--- src/rtl/pkt_rr_arbiter_pkg.sv ---
// Shared definitions for the lookup-side packet arbiter, the AXI-Stream mux and the packet-state tracker.
package pkt_rr_arbiter_pkg;

   typedef enum logic [1:0] {
      ST_IDLE = 2'd1,
      ST_BUSY = 2'd2
   } arb_state_t;

   localparam int DEFAULT_NUM_QUEUES = 5;
   localparam int DEFAULT_CPU_QUEUE  = 4;

   // Source-port codes carried with each packet; MAC ports are even, CPU/DMA ports odd.
   localparam logic [7:0] SRC_PORT_MAC0 = 8'h00;
   localparam logic [7:0] SRC_PORT_MAC1 = 8'h02;
   localparam logic [7:0] SRC_PORT_MAC2 = 8'h04;
   localparam logic [7:0] SRC_PORT_MAC3 = 8'h06;
   localparam logic [7:0] SRC_PORT_CPU  = 8'h01;

endpackage

--- src/rtl/pkt_rr_arbiter_rr_pick.sv ---
// Combinational round-robin pick: first request after 'last' with wrap, optional fixed-priority override.
module rr_pick #(
   parameter int N     = 5,
   parameter int SEL_W = 3
) (
   input  logic [N-1:0]     req,
   input  logic [SEL_W-1:0] last,
   input  logic             cpu_en,
   input  logic [SEL_W-1:0] cpu_idx,
   output logic [N-1:0]     pick_onehot,
   output logic [SEL_W-1:0] pick_idx,
   output logic             any
);

   logic [SEL_W-1:0] hi_idx;
   logic [SEL_W-1:0] lo_idx;
   logic             hi_hit;
   logic             lo_hit;
   logic             cpu_hit;

   // Descending scan leaves the lowest index in each half; the half above 'last' wins,
   // so 'last' itself is the final candidate.
   always_comb begin
      hi_idx  = '0;
      lo_idx  = '0;
      hi_hit  = 1'b0;
      lo_hit  = 1'b0;
      cpu_hit = 1'b0;
      for (int i = N - 1; i >= 0; i--) begin
         if (req[i]) begin
            if (i > int'(last)) begin
               hi_hit = 1'b1;
               hi_idx = SEL_W'(i);
            end else begin
               lo_hit = 1'b1;
               lo_idx = SEL_W'(i);
            end
            if (cpu_en && (SEL_W'(i) == cpu_idx)) cpu_hit = 1'b1;
         end
      end
      any = |req;
      if (cpu_hit)     pick_idx = cpu_idx;
      else if (hi_hit) pick_idx = hi_idx;
      else             pick_idx = lo_idx;
      pick_onehot = '0;
      for (int i = 0; i < N; i++) pick_onehot[i] = any && (SEL_W'(i) == pick_idx);
   end

endmodule

--- src/rtl/pkt_rr_arbiter.sv ---
// Packet-granular round-robin arbiter: grants one input queue from first word to tlast handshake.
module pkt_rr_arbiter
   import pkt_rr_arbiter_pkg::*;
#(
   parameter int C_NUM_QUEUES    = DEFAULT_NUM_QUEUES,
   parameter int C_SEL_WIDTH     = 3,
   parameter int C_CPU_PRIO      = 0,
   parameter int C_CPU_QUEUE     = DEFAULT_CPU_QUEUE,
   parameter int C_MAX_PKT_WORDS = 200,
   parameter int C_WCNT_WIDTH    = 12
) (
   input  logic                    clk,
   input  logic                    reset,
   input  logic [C_NUM_QUEUES-1:0] i_req,
   input  logic                    i_tvalid,
   input  logic                    i_tready,
   input  logic                    i_tlast,
   output logic [C_NUM_QUEUES-1:0] o_grant,
   output logic                    o_grant_valid,
   output logic [C_SEL_WIDTH-1:0]  o_sel,
   output logic                    o_sof,
   output logic                    o_oversize
);

   // state   | meaning
   // ST_IDLE | no grant held, arbitrate on any request
   // ST_BUSY | grant held until the tlast handshake

   localparam logic [C_WCNT_WIDTH-1:0] WCNT_SAT = '1;
   localparam logic [C_WCNT_WIDTH-1:0] WCNT_OVS = C_WCNT_WIDTH'(C_MAX_PKT_WORDS);

   arb_state_t              state_q, state_d;
   logic [C_NUM_QUEUES-1:0] grant_q, grant_d;
   logic [C_SEL_WIDTH-1:0]  sel_q, sel_d;
   logic [C_SEL_WIDTH-1:0]  last_q, last_d;
   logic                    first_q, first_d;
   logic [C_WCNT_WIDTH-1:0] wcnt_q, wcnt_d;

   logic                    beat;
   logic                    eop;
   logic                    take;
   logic [C_NUM_QUEUES-1:0] pick_onehot;
   logic [C_SEL_WIDTH-1:0]  pick_idx;
   logic                    pick_any;

   assign beat = i_tvalid & i_tready;
   assign eop  = beat & i_tlast;

   rr_pick #(
      .N     (C_NUM_QUEUES),
      .SEL_W (C_SEL_WIDTH)
   ) u_rr_pick (
      .req         (i_req),
      .last        (last_q),
      .cpu_en      (C_CPU_PRIO != 0),
      .cpu_idx     (C_SEL_WIDTH'(C_CPU_QUEUE)),
      .pick_onehot (pick_onehot),
      .pick_idx    (pick_idx),
      .any         (pick_any)
   );

   always_ff @(posedge clk) begin
      if (reset) begin
         state_q <= ST_IDLE;
         grant_q <= '0;
         sel_q   <= '0;
         last_q  <= C_SEL_WIDTH'(C_NUM_QUEUES - 1);
         first_q <= 1'b0;
         wcnt_q  <= '0;
      end else begin
         state_q <= state_d;
         grant_q <= grant_d;
         sel_q   <= sel_d;
         last_q  <= last_d;
         first_q <= first_d;
         wcnt_q  <= wcnt_d;
      end
   end

   always_comb begin
      state_d = state_q;
      grant_d = grant_q;
      sel_d   = sel_q;
      last_d  = last_q;
      first_d = first_q;
      wcnt_d  = wcnt_q;
      take    = 1'b0;
      case (state_q)
         ST_IDLE: begin
            if (pick_any) take = 1'b1;
         end
         ST_BUSY: begin
            if (beat) begin
               first_d = 1'b0;
               if (wcnt_q != WCNT_SAT) wcnt_d = wcnt_q + C_WCNT_WIDTH'(1);
            end
            if (eop) begin
               if (pick_any) begin
                  take = 1'b1;
               end else begin
                  grant_d = '0;
                  state_d = ST_IDLE;
               end
            end
         end
         default: begin
            grant_d = '0;
            state_d = ST_IDLE;
         end
      endcase
      // A new grant on the eop edge overrides the per-beat updates above.
      if (take) begin
         grant_d = pick_onehot;
         sel_d   = pick_idx;
         last_d  = pick_idx;
         first_d = 1'b1;
         wcnt_d  = '0;
         state_d = ST_BUSY;
      end
   end

   assign o_grant       = grant_q;
   assign o_grant_valid = |grant_q;
   assign o_sel         = sel_q;
   assign o_sof         = (state_q == ST_BUSY) & beat & first_q;
   assign o_oversize    = (state_q == ST_BUSY) & beat & (wcnt_q == WCNT_OVS);

endmodule

--- config.mk ---
export PLATFORM = sky130hd
export DESIGN_NAME = pkt_rr_arbiter
export DESIGN_NICKNAME = d
export VERILOG_FILES = /design/src/rtl/pkt_rr_arbiter_pkg.sv /design/src/rtl/pkt_rr_arbiter_rr_pick.sv /design/src/rtl/pkt_rr_arbiter.sv
export SDC_FILE = /design/constraint.sdc
export NUM_CORES = 1
export LEC_CHECK = 0
export BUFFER_PORTS_ARGS = -buffer_cell sky130_fd_sc_hd__buf_4
export CORE_MARGIN = 3
export CORE_UTILIZATION = 45
export CTS_CLUSTER_DIAMETER = 120
export DETAILED_ROUTE_END_ITERATION = 10
export PLACE_DENSITY = 0.65
export SLEW_MARGIN = 20
export SYNTH_ARGS = -nofsm -noshare
export SYNTH_HDL_FRONTEND = slang
export SYNTH_SLANG_ARGS = --single-unit
--- constraint.sdc ---
create_clock -name clk -period 4.6 [get_ports clk]
set_clock_uncertainty 0.05 [all_clocks]
set_input_delay 0.69 -clock clk [delete_from_list [all_inputs] [get_ports clk]]
set_output_delay 0.69 -clock clk [all_outputs]
set_load 0.03 [all_outputs]
# Yosys cells after proc, flatten, opt, wreduce, memory -nomap -nowiden
# Index checks and enable logic that the tools add are counted.
dict set report totals {
  ff_bits 26
  output_inout_bits 11
}
dict set report op_classes {
  addsub 1
  magnitude_cmp 4
  eq_ne 11
  muxes 40
  bitwise_logic 5
  n_reduce_logical 14
}
# op n
set op_table {}
lappend op_table {{2-to-1 mux 3 bit} 18}
lappend op_table {{2-to-1 mux 5 bit} 3}
lappend op_table {{2-to-1 mux 1 bit} 13}
lappend op_table {{adder 12 x 1 -> 12 bit (second input constant)} 1}
lappend op_table {{== test 12 x 8 -> 1 bit (second input constant)} 1}
lappend op_table {{!= test 12 bit (second input constant)} 1}
lappend op_table {{case mux 5 bit (2 select lines)} 1}
lappend op_table {{OR reduction 5 bit} 2}
lappend op_table {{== test 2 x 3 -> 1 bit (first input constant)} 2}
lappend op_table {{> comparator 2 x 3 -> 1 bit (first input constant)} 2}
lappend op_table {{2-to-1 mux 2 bit} 3}
lappend op_table {{!= test 3 bit (second input constant)} 2}
lappend op_table {{AND reduction 3 bit} 2}
lappend op_table {{AND 1 bit} 5}
lappend op_table {{logical AND 1 bit} 5}
lappend op_table {{case mux 2 bit (2 select lines)} 1}
lappend op_table {{nonzero test 2 bit} 2}
lappend op_table {{== test 1 x 3 -> 1 bit (first input constant)} 1}
lappend op_table {{== test 3 bit (first input constant)} 1}
lappend op_table {{> comparator 1 x 3 -> 1 bit (first input constant)} 1}
lappend op_table {{> comparator 3 bit (first input constant)} 1}
lappend op_table {{zero test 3 bit} 1}
lappend op_table {{== test 2 x 1 -> 1 bit (second input constant)} 1}
lappend op_table {{== test 2 bit (second input constant)} 1}
lappend op_table {{4 further kinds} 4}

# Logic depth before layout (Yosys ltp)
dict set report depth {
  word_depth 14
  mapped_depth 7
  mapped_depth_nobuf 7
}

# Modules after synthesis
# A second synthesis with hierarchy kept.
dict set report hier_totals {
  cells_unflattened 182
  area_unflattened_um2 1527.7
}
# module n_inst cells_per_inst area_each_um2 seq_area_each_um2
set modules_own_cells {}
lappend modules_own_cells {pkt_rr_arbiter 1 139 1202.4 480.5}
lappend modules_own_cells {rr_pick 1 43 325.3 0.0}

# Worst setup path after synthesis
# No wires, ideal clock.
dict set report synth_path {
  kind {input-to-output}
  from {input i_tvalid}
  to {output o_oversize}
  t_arrival_ns 2.249
  required_time_ns 3.860
  setup_slack_ns 1.611
  path_stages 3
  path_cell_list {nand3_1 > or4_1 > nor4_1}
}
dict set report synth_via {
  elab_chain_len 3
}
# element line_no
set synth_rtl {}
lappend synth_rtl {{from (decl)} pkt_rr_arbiter.sv:15} ;# input logic i_tvalid,
lappend synth_rtl {{AND 1 bit} pkt_rr_arbiter.sv:46} ;# assign beat = i_tvalid & i_tready;
lappend synth_rtl {{AND 1 bit (2 in a row)} pkt_rr_arbiter.sv:126} ;# assign o_oversize = (state_q == ST_BUSY) & beat & (wcnt_q == WCNT_OVS);
lappend synth_rtl {{to (decl)} pkt_rr_arbiter.sv:22} ;# output logic o_oversize
# Every way passes these cells.

# Worst setup path after layout
dict set report layout_path {
  from {register state_q[0]}
  to {output o_oversize}
}
dict set report layout_via {
  elab_chain_len 3
}
# element line_no
set layout_rtl {}
lappend layout_rtl {{from (decl)} pkt_rr_arbiter.sv:32} ;# arb_state_t state_q, state_d;
lappend layout_rtl {{from (signal assigned)} pkt_rr_arbiter.sv:71} ;# state_q <= state_d;
lappend layout_rtl {{== test 2 bit} pkt_rr_arbiter.sv:126}
lappend layout_rtl {{AND 1 bit (2 in a row)} pkt_rr_arbiter.sv:126}
# Every way passes these cells.

==> flow_summary.json <==
{
  "setup_tns_ps": 0,
  "peakVddDrop_uv": 253,
  "syn_nets": 177,
  "mostFrequentLayoutCells": "nor2_1 (27), dfxtp_1 (24), buf_4 (20)",
  "nets": 196,
  "worstMarginPinSlew_ps": 500,
  "postSynthCellCount": 163,
  "port_buffers": 20,
  "gp_congestion": 0.864,
  "syn_area_um2": 1390,
  "arrival_ps": 2090,
  "path_class": "flop to output port",
  "synth_cell_types": 46,
  "die_area_um2": 3790,
  "whs_path_depth": 1,
  "syn2layout_area_growth_pct": 14.5,
  "endpoint_kind": "output port",
  "firstDrtPassIters": 4,
  "via_per_inst": 5.78,
  "yosysSeqAreaShare": 0.346,
  "avgSynthCellArea_um2": 8.52,
  "post_dp_cell_area_um2": 1540,
  "drt-total-wl_um": 2800,
  "core-area_um2": 2850,
  "synth_area_leaders": "dfxtp_1 (35%), nor2_1 (7.3%), xor2_1 (3.8%), a21oi_1 (3.6%), ha_1 (3.6%)",
  "grt_setup_unrepaired": "false",
  "ys_seq_elements": 24,
  "cts_tree": "done",
  "drcViolationCount": 0,
  "async_flop_share": 0,
  "grt_pass1_vias": 1139,
  "min_path_type": "flop to flop",
  "clkLatencyLatePin_ps": 310,
  "fin_crit_sh": 0.614,
  "setup_viol": 0,
  "wl_per_cell_um": 13.2,
  "postCtsSetupRepairBufs": 0,
  "synth_flop_cell": "dfxtp_1",
  "ys_warn_count": 0,
  "max_freq_ghz": 0.354,
  "slew_violations": 0,
  "required_ps": 3860,
  "power.net_switching_w": 0.000295,
  "ctsHoldBuffers": 0,
  "status": "completed",
  "detail-route-antenna-nets": 0,
  "drive_gt1_frac": 0.182,
  "via_count": 1226,
  "cts-buffers-inserted": 3,
  "p_comb_frac": 0.440,
  "clockBufferDepth": 2,
  "antenna_found_initial": 0,
  "htreeDepth": 1,
  "num_antenna_cells": 0,
  "power_frac_seq": 0.363,
  "fin_util": 0.557,
  "hpwl_um": 2160,
  "overflow": 0,
  "finalHoldViolCount": 0,
  "start_util": 0.487,
  "min_period_ps": 2830,
  "cap_violations": 0,
  "internal-power_w": 0.000466,
  "drtIter0Drc": 47,
  "clkTransAtPathRegs_ps": 130,
  "power_frac_clock": 0.197,
  "synth_edf_count": 0,
  "cellLeakagePower_nw": 0.623,
  "grt_usage": 0.167,
  "slew_headroom": 0.663,
  "grt_max_degree": 15,
  "synth_top_area_frac": 0.346,
  "ctsRootBufferMaster": "clkbuf_4",
  "io_pins": 21,
  "cts_resized": 0,
  "placementRows": 19,
  "numClockSinks": 24,
  "grt_pass1_wl_um": 4820,
  "die_h_um": 61.6,
  "hold_ws_ps": 450,
  "path_max_fanout": 6,
  "die_x_um": 61.6,
  "yosysTopAreaCell": "dfxtp_1",
  "mostFrequentLayoutCell": "nor2_1",
  "start_kind": "flop",
  "swShare": 0.387,
  "stdcell_area_um2": 1590,
  "worstRegToRegCells": 7,
  "powerDensity_nw_per_um2": 479
}
## synth_stat cells, drive strengths merged, types with 5 or more instances
| cell | count |
|---|---|
| xor2 | 6 |
| dfxtp | 24 |
| nor2 | 27 |
| buf | 5 |
| nor3 | 7 |
| nand4 | 6 |
| a21oi | 11 |
| inv | 8 |
| nor4 | 5 |
| xnor2 | 5 |
| nand3 | 6 |
## path summary, 6_finish.rpt
check                                start    endpoint  slack (ps)
worst min register to register  state_q[1]  state_q[1]         450
worst max register to register  state_q[0]  wcnt_q[11]        2800
worst min-delay path            state_q[1]  state_q[1]         450
worst max-delay path            state_q[0]  o_oversize        1770
## logic make-up (layout without fill, tap and decap cells)
group                    Yosys count  count (layout)  share of synthesized area
flip-flops                        24              24                      0.346
adder cells (fa/ha/maj)            5               5                     0.0432
AO/OA/AOI/OAI                     37              37                      0.198
AND/OR/NAND/NOR                   72              72                      0.293
XOR/XNOR                          11              11                     0.0694
buffers and inverters             14              32                     0.0504
## power groups by stage
| stage | combinational, W | sequential [W] | clock (W) |
|---|---|---|---|
| 2_1_floorplan | 0.000258 | 0.000286 | 0 |
| 3_3_place_gp | 0.000333 | 0.000279 | 0 |
| 3_5_place_dp | 0.000335 | 0.000282 | 0 |
| 4_1_cts | 0.000337 | 0.000277 | 0.000159 |
| 5_1_grt | 0.000366 | 0.000283 | 0.000167 |
| 6_report | 0.000335 | 0.000277 | 0.000150 |
## sequential cells by signal, summed over array words and instances (netlist names)
| name | flops |
|---|---|
| o_sel | 3 |
| state_q | 2 |
| last_q | 1 |
| o_grant | 5 |
| wcnt_q | 12 |
| first_q | 1 |
## worst max-delay path, stage by stage (launching register included)
cell and delay, ps:
dfxtp_1 340, inv_1 70, ha_1 220, nand3_1 200, or4_1 450, nor4_1 290, buf_4 210
## cell type report
class	count	area (um^2)
Multi-Input combinational cell	125	838
Clock inverter	1	30.0
Clock buffer	3	22.5
Fill cell	281	1260
Inverter	8	30.0
Timing Repair Buffer	20	150
Sequential cell	24	480
Tap cell	31	38.8
## routing by layer
layer  global-route usage  routed length, um  vias to the layer above  share of wire
li1                     -                  -                      628              -
met1                0.203               1300                      569           0.46
met2                0.281               1360                       27           0.48
met3               0.0503                121                        2          0.043
met4               0.0515                 20                        0         0.0072
met5                    0                  0                        -              0
## stage by stage
| stage | std cells | worst slack [ps] | total power (W) |
|---|---|---|---|
| 5_1_grt | 212 | 1580 | 0.000816 |
| 3_5_place_dp | 208 | 1970 | 0.000617 |
| 6_report | 212 | 1770 | 0.000761 |
| 4_1_cts | 212 | 1750 | 0.000772 |
| 3_3_place_gp | 208 | 1970 | 0.000612 |
| 2_1_floorplan | 163 | 1610 | 0.000543 |
Power figures use the tool's default switching activity.
